<file path="config.mk">
export PLATFORM = sky130hd
export DESIGN_NAME = mem_port_arbiter
export DESIGN_NICKNAME = d
export VERILOG_FILES = /design/src/rtl/riscv_pkg.sv /design/src/rtl/mem_align_check.sv /design/src/rtl/mem_port_arbiter.sv
export SDC_FILE = /design/constraint.sdc
export NUM_CORES = 1
export LEC_CHECK = 0
export CELL_PAD_IN_SITES_DETAIL_PLACEMENT = 1
export CELL_PAD_IN_SITES_GLOBAL_PLACEMENT = 1
export CORE_MARGIN = 8
export CORE_UTILIZATION = 12
export DETAILED_ROUTE_END_ITERATION = 6
export PLACE_DENSITY = 0.82
export SETUP_SLACK_MARGIN = 0.3
export SYNTH_ARGS = -nofsm -noshare
export SYNTH_HDL_FRONTEND = slang
export SYNTH_HIERARCHICAL = 1
export SYNTH_SLANG_ARGS = --single-unit
</file>
<file path="constraint.sdc">
create_clock -name CLK -period 2.2 [get_ports CLK]
set_clock_uncertainty 0.2 [all_clocks]
set_input_delay 0.33 -clock CLK [delete_from_list [all_inputs] [get_ports CLK]]
set_output_delay 0.33 -clock CLK [all_outputs]
set_load 0.005 [all_outputs]
</file>
<file path="src/rtl/riscv_pkg.sv">
`default_nettype none
// ============================================================================
// Module      : riscv_pkg
// Description : Shared RV32I constants for the memory-port arbiter. Holds the
//               instruction word size, load/store funct3 encodings and the
//               response-owner enumeration.
// Revision    : 1.0 - initial release
// ============================================================================
package riscv_pkg;

  localparam int INSTRUCTION_SIZE = 32;

  // RV32I load/store funct3 encodings (stores reuse the low three)
  localparam logic [2:0] F3_B  = 3'b000;  // lb / sb
  localparam logic [2:0] F3_H  = 3'b001;  // lh / sh
  localparam logic [2:0] F3_W  = 3'b010;  // lw / sw
  localparam logic [2:0] F3_BU = 3'b100;  // lbu
  localparam logic [2:0] F3_HU = 3'b101;  // lhu

  // Which requester owns the response slot in the current cycle
  typedef enum logic [1:0] {
    RESP_NONE = 2'd0,
    RESP_I    = 2'd1,
    RESP_D    = 2'd2
  } resp_owner_e;

endpackage
`default_nettype wire

</file>
<file path="src/rtl/mem_align_check.sv">
`default_nettype none
// ============================================================================
// Module      : mem_align_check
// Description : Flags a naturally misaligned RV32I access.
//   funct3     in  3  access size encoding
//   addr_lo    in  2  low two bits of the byte address
//   misaligned out 1  word access not on 4-byte, half access not on 2-byte
// Revision    : 1.0 - initial release
// ============================================================================
module mem_align_check
  import riscv_pkg::*;
(
  input  logic [2:0] funct3,
  input  logic [1:0] addr_lo,
  output logic       misaligned
);

  always_comb begin
    misaligned = 1'b0;
    case (funct3)
      F3_W:       misaligned = (addr_lo != 2'b00);
      F3_H, F3_HU: misaligned = addr_lo[0];
      default:    misaligned = 1'b0;  // byte accesses are always aligned
    endcase
  end

endmodule
`default_nettype wire

</file>
<file path="src/rtl/mem_port_arbiter.sv">
`default_nettype none
// ============================================================================
// Module      : mem_port_arbiter
// Description : Shares one single-cycle memory port between an instruction
//               fetch requester and a data load/store requester. Data wins by
//               default; fetch is forced through after STARVE_LIMIT lost
//               cycles. Responses return exactly one cycle after the grant.
//   CLK, Reset_n            clock / async active-low reset
//   IReq, IAddr             fetch request / byte address
//   IGnt, IValid, IErr      fetch grant / response valid / misaligned
//   IRdata                  fetched word
//   DReq, DWe, DFunct3      data request / store / access size
//   DAddr, DWdata           data byte address / store data
//   DGnt, DValid, DErr      data grant / response valid / misaligned
//   DRdata                  load result
//   MemEn, MemWe, MemFunct3 memory port command
//   MemAddr, MemWdata       memory port address / write data
//   MemRdata                memory read data, valid the cycle after MemEn
// Revision    : 1.0 - initial release
// ============================================================================
module mem_port_arbiter
  import riscv_pkg::*;
#(
  parameter int STARVE_LIMIT = 4,
  parameter int ADDR_W       = INSTRUCTION_SIZE
) (
  input  logic              CLK,
  input  logic              Reset_n,
  input  logic              IReq,
  input  logic [ADDR_W-1:0] IAddr,
  output logic              IGnt,
  output logic              IValid,
  output logic              IErr,
  output logic [ADDR_W-1:0] IRdata,
  input  logic              DReq,
  input  logic              DWe,
  input  logic [2:0]        DFunct3,
  input  logic [ADDR_W-1:0] DAddr,
  input  logic [ADDR_W-1:0] DWdata,
  output logic              DGnt,
  output logic              DValid,
  output logic              DErr,
  output logic [ADDR_W-1:0] DRdata,
  output logic              MemEn,
  output logic              MemWe,
  output logic [2:0]        MemFunct3,
  output logic [ADDR_W-1:0] MemAddr,
  output logic [ADDR_W-1:0] MemWdata,
  input  logic [ADDR_W-1:0] MemRdata
);

  localparam logic [3:0] C_STARVE_LIMIT = 4'(STARVE_LIMIT);

  logic [3:0]  starve_cnt_q, starve_cnt_d;
  resp_owner_e resp_q, resp_d;
  logic        err_q, err_d;
  logic        store_q, store_d;

  logic w_i_mis, w_d_mis;
  logic w_force_i, w_ignt, w_dgnt;

  mem_align_check u_ialign (
    .funct3     (F3_W),
    .addr_lo    (IAddr[1:0]),
    .misaligned (w_i_mis)
  );

  mem_align_check u_dalign (
    .funct3     (DFunct3),
    .addr_lo    (DAddr[1:0]),
    .misaligned (w_d_mis)
  );

  // Grants are qualified with Reset_n so every output is low while reset is
  // held, even though the requests themselves may still be asserted.
  always_comb begin
    w_force_i = IReq && (starve_cnt_q == C_STARVE_LIMIT);
    w_ignt    = Reset_n && IReq && (!DReq || w_force_i);
    w_dgnt    = Reset_n && DReq && !w_ignt;
  end

  // Memory command: misaligned requests are granted but never reach memory
  always_comb begin
    MemEn     = 1'b0;
    MemWe     = 1'b0;
    MemFunct3 = 3'b000;
    MemAddr   = '0;
    MemWdata  = '0;
    if (w_ignt && !w_i_mis) begin
      MemEn     = 1'b1;
      MemFunct3 = F3_W;
      MemAddr   = IAddr;
    end else if (w_dgnt && !w_d_mis) begin
      MemEn     = 1'b1;
      MemWe     = DWe;
      MemFunct3 = DFunct3;
      MemAddr   = DAddr;
      MemWdata  = DWe ? DWdata : '0;
    end
  end

  // Next-state: response owner, its error/store flags and the starvation count
  always_comb begin
    starve_cnt_d = starve_cnt_q;
    resp_d       = RESP_NONE;
    err_d        = 1'b0;
    store_d      = 1'b0;
    if (w_ignt) begin
      starve_cnt_d = 4'd0;
      resp_d       = RESP_I;
      err_d        = w_i_mis;
    end else if (w_dgnt) begin
      resp_d  = RESP_D;
      err_d   = w_d_mis;
      store_d = DWe;
      if (IReq && (starve_cnt_q != C_STARVE_LIMIT)) begin
        starve_cnt_d = starve_cnt_q + 4'd1;
      end
    end
  end

  always_ff @(posedge CLK or negedge Reset_n) begin
    if (!Reset_n) begin
      starve_cnt_q <= 4'd0;
      resp_q       <= RESP_NONE;
      err_q        <= 1'b0;
      store_q      <= 1'b0;
    end else begin
      starve_cnt_q <= starve_cnt_d;
      resp_q       <= resp_d;
      err_q        <= err_d;
      store_q      <= store_d;
    end
  end

  // Response side: memory data is passed through only for good reads
  always_comb begin
    IGnt   = w_ignt;
    DGnt   = w_dgnt;
    IValid = (resp_q == RESP_I);
    DValid = (resp_q == RESP_D);
    IErr   = IValid && err_q;
    DErr   = DValid && err_q;
    IRdata = (IValid && !err_q) ? MemRdata : '0;
    DRdata = (DValid && !err_q && !store_q) ? MemRdata : '0;
  end

endmodule
`default_nettype wire

</file>
# Yosys cells after proc, flatten, opt, wreduce, memory -nomap -nowiden
# Index checks and enable logic that the tools add are counted.
# word_totals
wordCells	61
out_inout_bits	139
input_bits	136
register_bits	8
# op_classes
n_eq_ne	7
n_reduce_logical	26
muxes	23
add_sub_neg	1
# op_table
operator	n
32-bit 2-to-1 mux	7
1-bit logical AND	13
4-bit 2-to-1 mux	3
1-bit 2-to-1 mux	8
2-bit nonzero test	4
1-bit zero test	6
3-bit 2-to-1 mux	2
4-bit by 1-bit adder with 4-bit output, second input constant	1
4-bit by 3-bit equality test with 1-bit output, second input constant	1
2-bit 2-to-1 mux	2
4-bit by 3-bit != test with 1-bit output, second input constant	1
3-bit by 1-bit equality test with 1-bit output, second input constant	1
3-bit by 2-bit equality test with 1-bit output, second input constant	1
3-bit equality test, second input constant	1
2-bit by 1-bit equality test with 1-bit output, second input constant	1
2-bit equality test, second input constant	1
1-bit one-hot mux with 2 select lines	1
2-bit AND reduction	1
2-bit OR reduction	1
1-bit logical OR	1

# Depth between registers and ports, before layout
# Gate-level depths: netlist of the first run.
# depth
ltp_word	9
mapped_depth	6
mapped_depth_nobuf	5

# Hierarchy
# The synthesis of the first run kept the hierarchy.
# by_module_without_submodules
module	cells_each	area_per_inst_um2	n_inst	seq_area_each_um2
mem_port_arbiter	196	1535.2	1	200.2
mem_align_check	4	23.8	2	0.0

# Least setup slack after synthesis of the first run
# No wires, ideal clock.
# synth_timing
path_kind	register to output
from	register starve_cnt_q[0]
to	output MemWdata[10]
t_required_ns	1.670
setup_slack_ns	0.115
arrival_time_ns	1.555
n_path_buf	1
path_stages_with_launch	7
cell_sequence	dfrtp_1 > inv_1 > ha_1 > and4b_4 > nor4b_4 > buf_6 > and2_1
# synth_via
elab_chain_len	9
word_cells_on_any_way	10
classes_between	1 x eq/ne; 2 x mux; 7 x reduce/logical
# synth_lines
item	line_no	text
from (decl)	mem_port_arbiter.sv:54	logic [3:0] starve_cnt_q, starve_cnt_d;
from (signal assigned)	mem_port_arbiter.sv:129	starve_cnt_q <= starve_cnt_d;
4-bit by 3-bit equality test with 1-bit output *	mem_port_arbiter.sv:77	w_force_i = IReq && (starve_cnt_q == C_STARVE_LIMIT);
1-bit logical AND *	mem_port_arbiter.sv:77	
1-bit logical OR *	mem_port_arbiter.sv:78	w_ignt = Reset_n && IReq && (!DReq || w_force_i);
1-bit logical AND *	mem_port_arbiter.sv:78	
1-bit zero test	mem_port_arbiter.sv:79	w_dgnt = Reset_n && DReq && !w_ignt;
1-bit logical AND	mem_port_arbiter.sv:79	
1-bit logical AND	mem_port_arbiter.sv:93	end else if (w_dgnt && !w_d_mis) begin
32-bit 2-to-1 mux	mem_port_arbiter.sv:93	
32-bit 2-to-1 mux *	mem_port_arbiter.sv:89	if (w_ignt && !w_i_mis) begin
to (decl)	mem_port_arbiter.sv:48	output logic [ADDR_W-1:0] MemWdata,
# Mark *: on every way between the ends. The rest lies on a longest branch, timed or not.

# Worst setup path after layout of the first run
# layout_timing
from	register starve_cnt_q[1]
to	output MemAddr[2]
# layout_via
elab_chain_len	9
word_cells_on_any_way	10
classes_between	1 x eq/ne; 2 x mux; 7 x reduce/logical
# layout_lines
item	line_no	text
4-bit by 3-bit equality test with 1-bit output *	mem_port_arbiter.sv:77	
1-bit logical AND *	mem_port_arbiter.sv:77	
1-bit logical OR *	mem_port_arbiter.sv:78	
1-bit logical AND *	mem_port_arbiter.sv:78	
1-bit zero test	mem_port_arbiter.sv:79	
1-bit logical AND	mem_port_arbiter.sv:79	
1-bit logical AND	mem_port_arbiter.sv:93	
32-bit 2-to-1 mux	mem_port_arbiter.sv:93	
32-bit 2-to-1 mux *	mem_port_arbiter.sv:89	
to (decl)	mem_port_arbiter.sv:47	output logic [ADDR_W-1:0] MemAddr,
# Marks and branches as above.

==> metrics, run 1 <==
status=finished with violations; failing checks=negative setup slack; WP data required=1.67 ns; CTS Sinks=8; Core Region=13100 um2; crit path launch=starve_cnt_q[1]; fin cells=764; Synth area leader=and2_1; worst r2r src=starve_cnt_q[1]; WS Path Type=reg -> out; Max-cap violations=0; I/O pins=between 200 and 300; reg2reg path depth=10; Starting Density=0.121; Skew-Pair Late Insertion Delay=0.23 ns; RSZ-0062 raised after global routing=true; clock buffer depth=2; main area contributors after synthesis=and2_1, a22o_1, dfrtp_1; Wirelength per Cell=22.0 um; Die ar.=17100 um2; CTS buffer count=3; number of synthesized register bits=8; top_reg_cell synth=dfrtp_1; shortest period the worst path allows=2.54 ns; top cell type's share of synthesized area=0.399; final instance area=6320 um2; commonest cells in the synthesized netlist=and2_1, a22o_1, buf_6; period utilization=1.16; Clock Tree Root=clkbuf_16; signal arrival time at the worst endpoint=around 2 ns; Initial DRC Count=44; diode count=0; sequential element share of the synthesized area=0.126; largest net degree at the start of global routing=17; gpl congestion=0.855; RR Endpoint=err_q; CP Capture Type=output pin; standard-cell rows=42; first-pass GRT wire length=around 21000 um; TritonRoute pass-1 iters=4; routed wire length=16800 um; total grt overflow=0; Lkg Pwr=3.04 nW; share of layout cells above drive strength 1=0.634; final hold vios=0; asr flop ratio synth=1.00; pre-CTS setup slack=-0.861 ns; count leader, synth=and2_1; Routed Antenna Nets=0; Setup Viol. Count Final=96; dpl hpwl=10900 um; die height=approximately 130 um; vias in the first global route=3699; peak fanout along the critical path=5; peak supply drop=217 uV; Max Slew Vio Count=0; Hold WC Path Type=in -> async; setup TNS=-19.13 ns; critical path startpoint category=register; fin nets=728; Filler Cell Count=1423; Post-synth EDFFs=0; count of placed standard cells including taps=about 670; Worst R2R Setup Slack=0.38 ns; hold buffers post-CTS=0; H-tree Lvls=1; yosys warns=6; GRT Overall Usage=0.163; Vias per Instance=between 4 and 5; area grow syn2layout=299%; Mapped Avg Cell Area=between 7 and 8 um2; Post-Syn Area=between 1500 and 2000 um2; CTS tree=done; Fmax achieved=between 0.3 and 0.4 GHz; dpl cell area=4790 um2; die width=between 100 and 150 um; cells after synthesis=204; residual DRC count=0; Synth cell types=29; Port Buffers=about 270; Power Density=approximately 320 nW/um2; initial antenna violation count=0; clk slew on worst S/H paths=0.03 ns; via count=3168; setup ws final=-0.343 ns
==> sequential cells by signal, summed over array words and instances, names as in the netlist <==
name and count:
starve_cnt_q 4, resp_q 2, err_q 1, store_q 1
==> critical path: stages (launching register included) <==
cell	delay [ns]
dfrtp_1	0.38
inv_2	0.08
ha_4	0.15
and4b_4	0.30
nor3_4	0.05
buf_6	0.13
buf_6	0.12
buf_6	0.11
buf_6	0.12
a22o_1	0.22
buf_2	0.13
==> metal layers <==
layer	track usage	routed length (um)	up-vias
met5	0	0	-
met4	0.0324	469	0
met3	0.0544	1670	20
met2	0.327	9040	205
met1	0.157	5610	1484
li1	-	-	1459
==> metrics by stage <==
stage	utilization	power [mW]	hold slack (ns)
5_1_grt	0.483	2.10	0.0398
6_report	0.483	1.99	0.0242
3_3_place_gp	0.366	1.19	0.375
4_1_cts	0.438	1.83	0.321
3_5_place_dp	0.366	1.22	0.410
2_1_floorplan	-	0.525	-0.166
==> cell type report <==
| type | count | area (um2) | area share |
|---|---|---|---|
| inverters | 2 | 7.51 | 0.00119 |
| flip-flops and latches | 8 | 200 | 0.0317 |
| clock buffers | 3 | 75.1 | 0.0119 |
| well taps | 176 | 220 | 0.0349 |
| repair buffers | 394 | 4210 | 0.666 |
| multi-input cells | 181 | 1600 | 0.254 |
==> power by group <==
group          leakage, nW  switching [mW]  internal (mW)
clock network       0.0370          0.0601          0.233
logic                 2.90           0.513          0.989
registers            0.103          0.0210          0.175
==> placed cells by master, fill, tap and decap left out, types with 2 or more instances in the layout <==
cell	instances
buf_16	10
nand2_1	4
nand3_1	4
buf_2	38
o21ai_0	2
and2_4	94
clkdlybuf4s15_1	2
and2_1	7
buf_8	2
clkbuf_16	5
dlygate4sd2_1	9
buf_12	12
dfrtp_1	8
clkdlybuf4s50_1	125
nand2b_1	5
inv_2	2
o22ai_1	2
buf_4	30
a22o_1	34
nor2b_4	3
buf_6	162
conb_1	5
dlymetal6s2s_1	2
==> worst max-delay path by stage <==
stage | cells after the start | slack, ns | end
2_1_floorplan | 6 | 0.17 | MemWdata[17]
3_3_place_gp | 7 | -0.78 | MemWdata[11]
3_5_place_dp | 7 | -0.86 | MemAddr[8]
4_1_cts | 9 | -0.44 | MemWdata[22]
5_1_grt | 10 | -0.41 | MemAddr[2]
6_report | 10 | -0.34 | MemAddr[2]
==> cells by family after synthesis <==
| logic type | after synthesis | synth area share |
|---|---|---|
| AO/OA/AOI/OAI | 45 | 0.243 |
| adder cells (fa/ha/maj) | 2 | 0.0158 |
| buffers and inverters | 18 | 0.0878 |
| flip-flops | 8 | 0.126 |
| other | 2 | 0.00474 |
| AND/OR/NAND/NOR | 129 | 0.522 |
==> what timing repair did <==
action	4_1_cts	5_1_grt
cloned	16	1
buffers inserted	60	15
gates resized for setup	694	129
endpoints found under the setup margin	139	136
pin swaps	56	22
No activity file was read; power rests on OpenSTA's default activity.
==> inputs of run 2 (changes only) <==
--- a/config.mk
+++ b/config.mk
@@ -9,9 +9,11 @@
 export CELL_PAD_IN_SITES_GLOBAL_PLACEMENT = 1
 export CORE_MARGIN = 8
 export CORE_UTILIZATION = 12
+export CTS_CLUSTER_DIAMETER = 120
 export DETAILED_ROUTE_END_ITERATION = 6
 export PLACE_DENSITY = 0.82
 export SETUP_SLACK_MARGIN = 0.3
+export SLEW_MARGIN = 20
 export SYNTH_ARGS = -nofsm -noshare
 export SYNTH_HDL_FRONTEND = slang
 export SYNTH_HIERARCHICAL = 1
==> results of run 2 <==
Final layout, timing and power as in run 1 (identical DEF).
==> inputs of run 3 (changes only) <==
--- a/config.mk
+++ b/config.mk
@@ -7,11 +7,13 @@
 export LEC_CHECK = 0
 export CELL_PAD_IN_SITES_DETAIL_PLACEMENT = 1
 export CELL_PAD_IN_SITES_GLOBAL_PLACEMENT = 1
+export CORE_ASPECT_RATIO = 0.5
 export CORE_MARGIN = 8
 export CORE_UTILIZATION = 12
 export CTS_CLUSTER_DIAMETER = 120
 export DETAILED_ROUTE_END_ITERATION = 6
 export PLACE_DENSITY = 0.82
+export RECOVER_POWER = 100
 export SETUP_SLACK_MARGIN = 0.3
 export SLEW_MARGIN = 20
 export SYNTH_ARGS = -nofsm -noshare
==> run 3 against run 2 <==
The run still ends with negative setup slack left. First-iteration DRC count up 48%. Fmax down 0.57%. Cell area fell by 4.0%. Sequential share of layout area grew 0.13 points. Power down 5.6%. Wire length shrank 12%. Cell count down 2.6%. Via count shrank 5.0%. Utilization shrank 0.81 points.
==> metrics, run 3 (same netlist as run 1, synthesis figures left out) <==
status=finished with violations; failing checks=negative setup slack; Wirelength per Cell=19.9 um (-9.2%); top flop regs=starve_cnt_q (4), resp_q (2); TritonRoute pass-1 iters=4 (unchanged); GRT Overall Usage=0.155 (-0.00866); Int Power=1.32 mW (-5.4%); total grt overflow=0 (unchanged); die width=178 um (+36%); total chip power=1.88 mW (-5.6%); final hold vios=0 (unchanged); combined area of the multi-input logic cells=1570 um2 (-1.9%); routed wire length=14800 um (-12%); Combinational Power Share=0.733 (-0.021); clk slew on worst S/H paths=0.04 ns (about the same); Die ar.=17300 um2 (+1.3%); residual DRC count=0 (unchanged); WS Path Type=reg -> out; initial antenna violation count=1 (+1); Hold WC Path Type=in -> async; vias in the first global route=3413 (-7.7%); first-pass GRT wire length=20900 um (-1.8%); Core Region=12800 um2 (-2.4%); Largest register FFs=4 (unchanged); register area=200 um2 (unchanged); CP Capture Type=output pin; critical path startpoint category=register; signal arrival time at the worst endpoint=2.03 ns (+0.02 ns); sw power=0.558 mW (-6.1%); H-tree Lvls=1 (unchanged); share of layout cells above drive strength 1=0.609 (-0.0253); largest net degree at the start of global routing=9 (-8); most frequent cells in the layout=buf_6, clkdlybuf4s50_1, and2_4; shortest period the worst path allows=2.56 ns (+0.0147 ns); Power Density=310 nW/um2 (-1.7%); Setup Viol. Count Final=122 (+27%); fin nets=713 (-2.1%); area grow syn2layout=283%; Skew-Pair Late Insertion Delay=0.23 ns (about the same); CTS Sinks=8 (unchanged); dpl cell area=4790 um2 (unchanged); Clock Tree Root=clkbuf_16; standard-cell rows=29 (-31%); WP data required=1.67 ns (about the same); die height=97.2 um (-26%); CTS tree=done; Max Slew Vio Count=0 (unchanged); switching share of total power=0.297 (-0.00161); period utilization=1.16 (+0.00666); Port Buffers=274 (unchanged); via count=3011 (-5.0%); setup ws final=-0.358 ns (-0.0147 ns); clock share of power=0.164 (+0.017); clock buffer depth=2 (unchanged); CTS buffer count=3 (unchanged); RSZ-0062 raised after global routing=true; utilization after layout=0.475 (-0.00806); Lkg Pwr=2.89 nW (-5.0%); hold buffers post-CTS=0 (unchanged); peak fanout along the critical path=4 (-1); Largest Register=starve_cnt_q; final instance area=6060 um2 (-4.0%); Routed Antenna Nets=0 (unchanged); Initial DRC Count=65 (+48%); Starting Density=0.124 (+0.00296); commonest non-fill, non-tap cell in the layout=buf_6; I/O pins=275 (unchanged); dpl hpwl=10200 um (-6.2%); Vias per Instance=4.05 (-2.4%); peak supply drop=189 uV (-13%); Max-cap violations=0 (unchanged); Fmax achieved=0.391 GHz (-0.57%); gpl congestion=0.772 (-9.7%); Filler Cell Count=1419 (-0.28%); sequential power share=0.103 (+0.005)
## run 3: cell types whose count changed in the layout (fill, tap and decap cells not counted), sizes merged
| cell | previous run | this run |
|---|---|---|
| buf | 254 | 228 |
| clkbuf | 5 | 14 |
| clkdlybuf4s15 | 2 | 0 |
| clkdlybuf4s25 | 0 | 2 |
| clkdlybuf4s50 | 125 | 126 |
| diode | 0 | 1 |
| dlygate4sd2 | 9 | 12 |
| dlymetal6s2s | 2 | 0 |
## run 3: routing by layer
metal  routed length, um  track usage
met4                 243       0.0310
met1                5320        0.156
met3                 860       0.0268
met5                   0            0
met2                8410        0.320
## run 3: final timing paths
path                                      start               to  slack (ns)  cells past startpoint
worst max register to register  starve_cnt_q[0]            err_q        0.06                     10
worst min-delay path                    Reset_n  starve_cnt_q[0]        0.06                      2
max in group asynchronous               Reset_n        resp_q[1]        1.49                      2
worst min register to register  starve_cnt_q[1]  starve_cnt_q[1]        0.39                      2
worst max-delay path            starve_cnt_q[0]     MemWdata[10]       -0.36                     10
min in group CLK                starve_cnt_q[1]  starve_cnt_q[1]        0.39                      2
## run 3: timing repair
action	4_1_cts	5_1_grt
resized for setup	730	83
setup endpoints to repair	139	135
cloned	14	0
buffers inserted	51	13
pin swaps	41	30
## run 3: power groups by stage
stage,logic (mW),registers (mW),clock network [mW]
6_report,1.38,0.193,0.309
5_1_grt,1.46,0.197,0.325
4_1_cts,1.28,0.194,0.317
3_5_place_dp,1.01,0.194,0
3_3_place_gp,0.987,0.193,0
2_1_floorplan,0.320,0.206,0
## run 3: critical path, cell delays in order, from the launching register on
cell	delay [ns]
dfrtp_1	0.36
inv_2	0.05
ha_4	0.16
and4b_4	0.22
nor4b_4	0.29
buf_4	0.20
buf_16	0.12
buf_6	0.09
buf_6	0.08
and2_4	0.13
buf_6	0.08
## run 3: cell type report
| cell class | count | area share |
|---|---|---|
| flip-flops and latches | 8 | 0.0330 |
| clock buffers | 3 | 0.0124 |
| inverters | 2 | 0.00124 |
| well taps | 170 | 0.0351 |
| diodes | 1 | 0.000413 |
| repair buffers | 379 | 0.658 |
| multi-input cells | 181 | 0.260 |
## run 3: through the flow
step / hold slack [ns] / setup TNS, ns / worst slack [ns] / std cells
CTS: 0.00405 / -16.77 / -0.333 / 730
global route: 0.121 / -32.38 / -0.449 / 744
finish: 0.0639 / -22.15 / -0.358 / 744
global placement: 0.376 / -47.88 / -0.730 / 662
floorplan: -0.166 / 0 / 0.173 / 207
detailed placement: 0.386 / -53.42 / -0.829 / 662
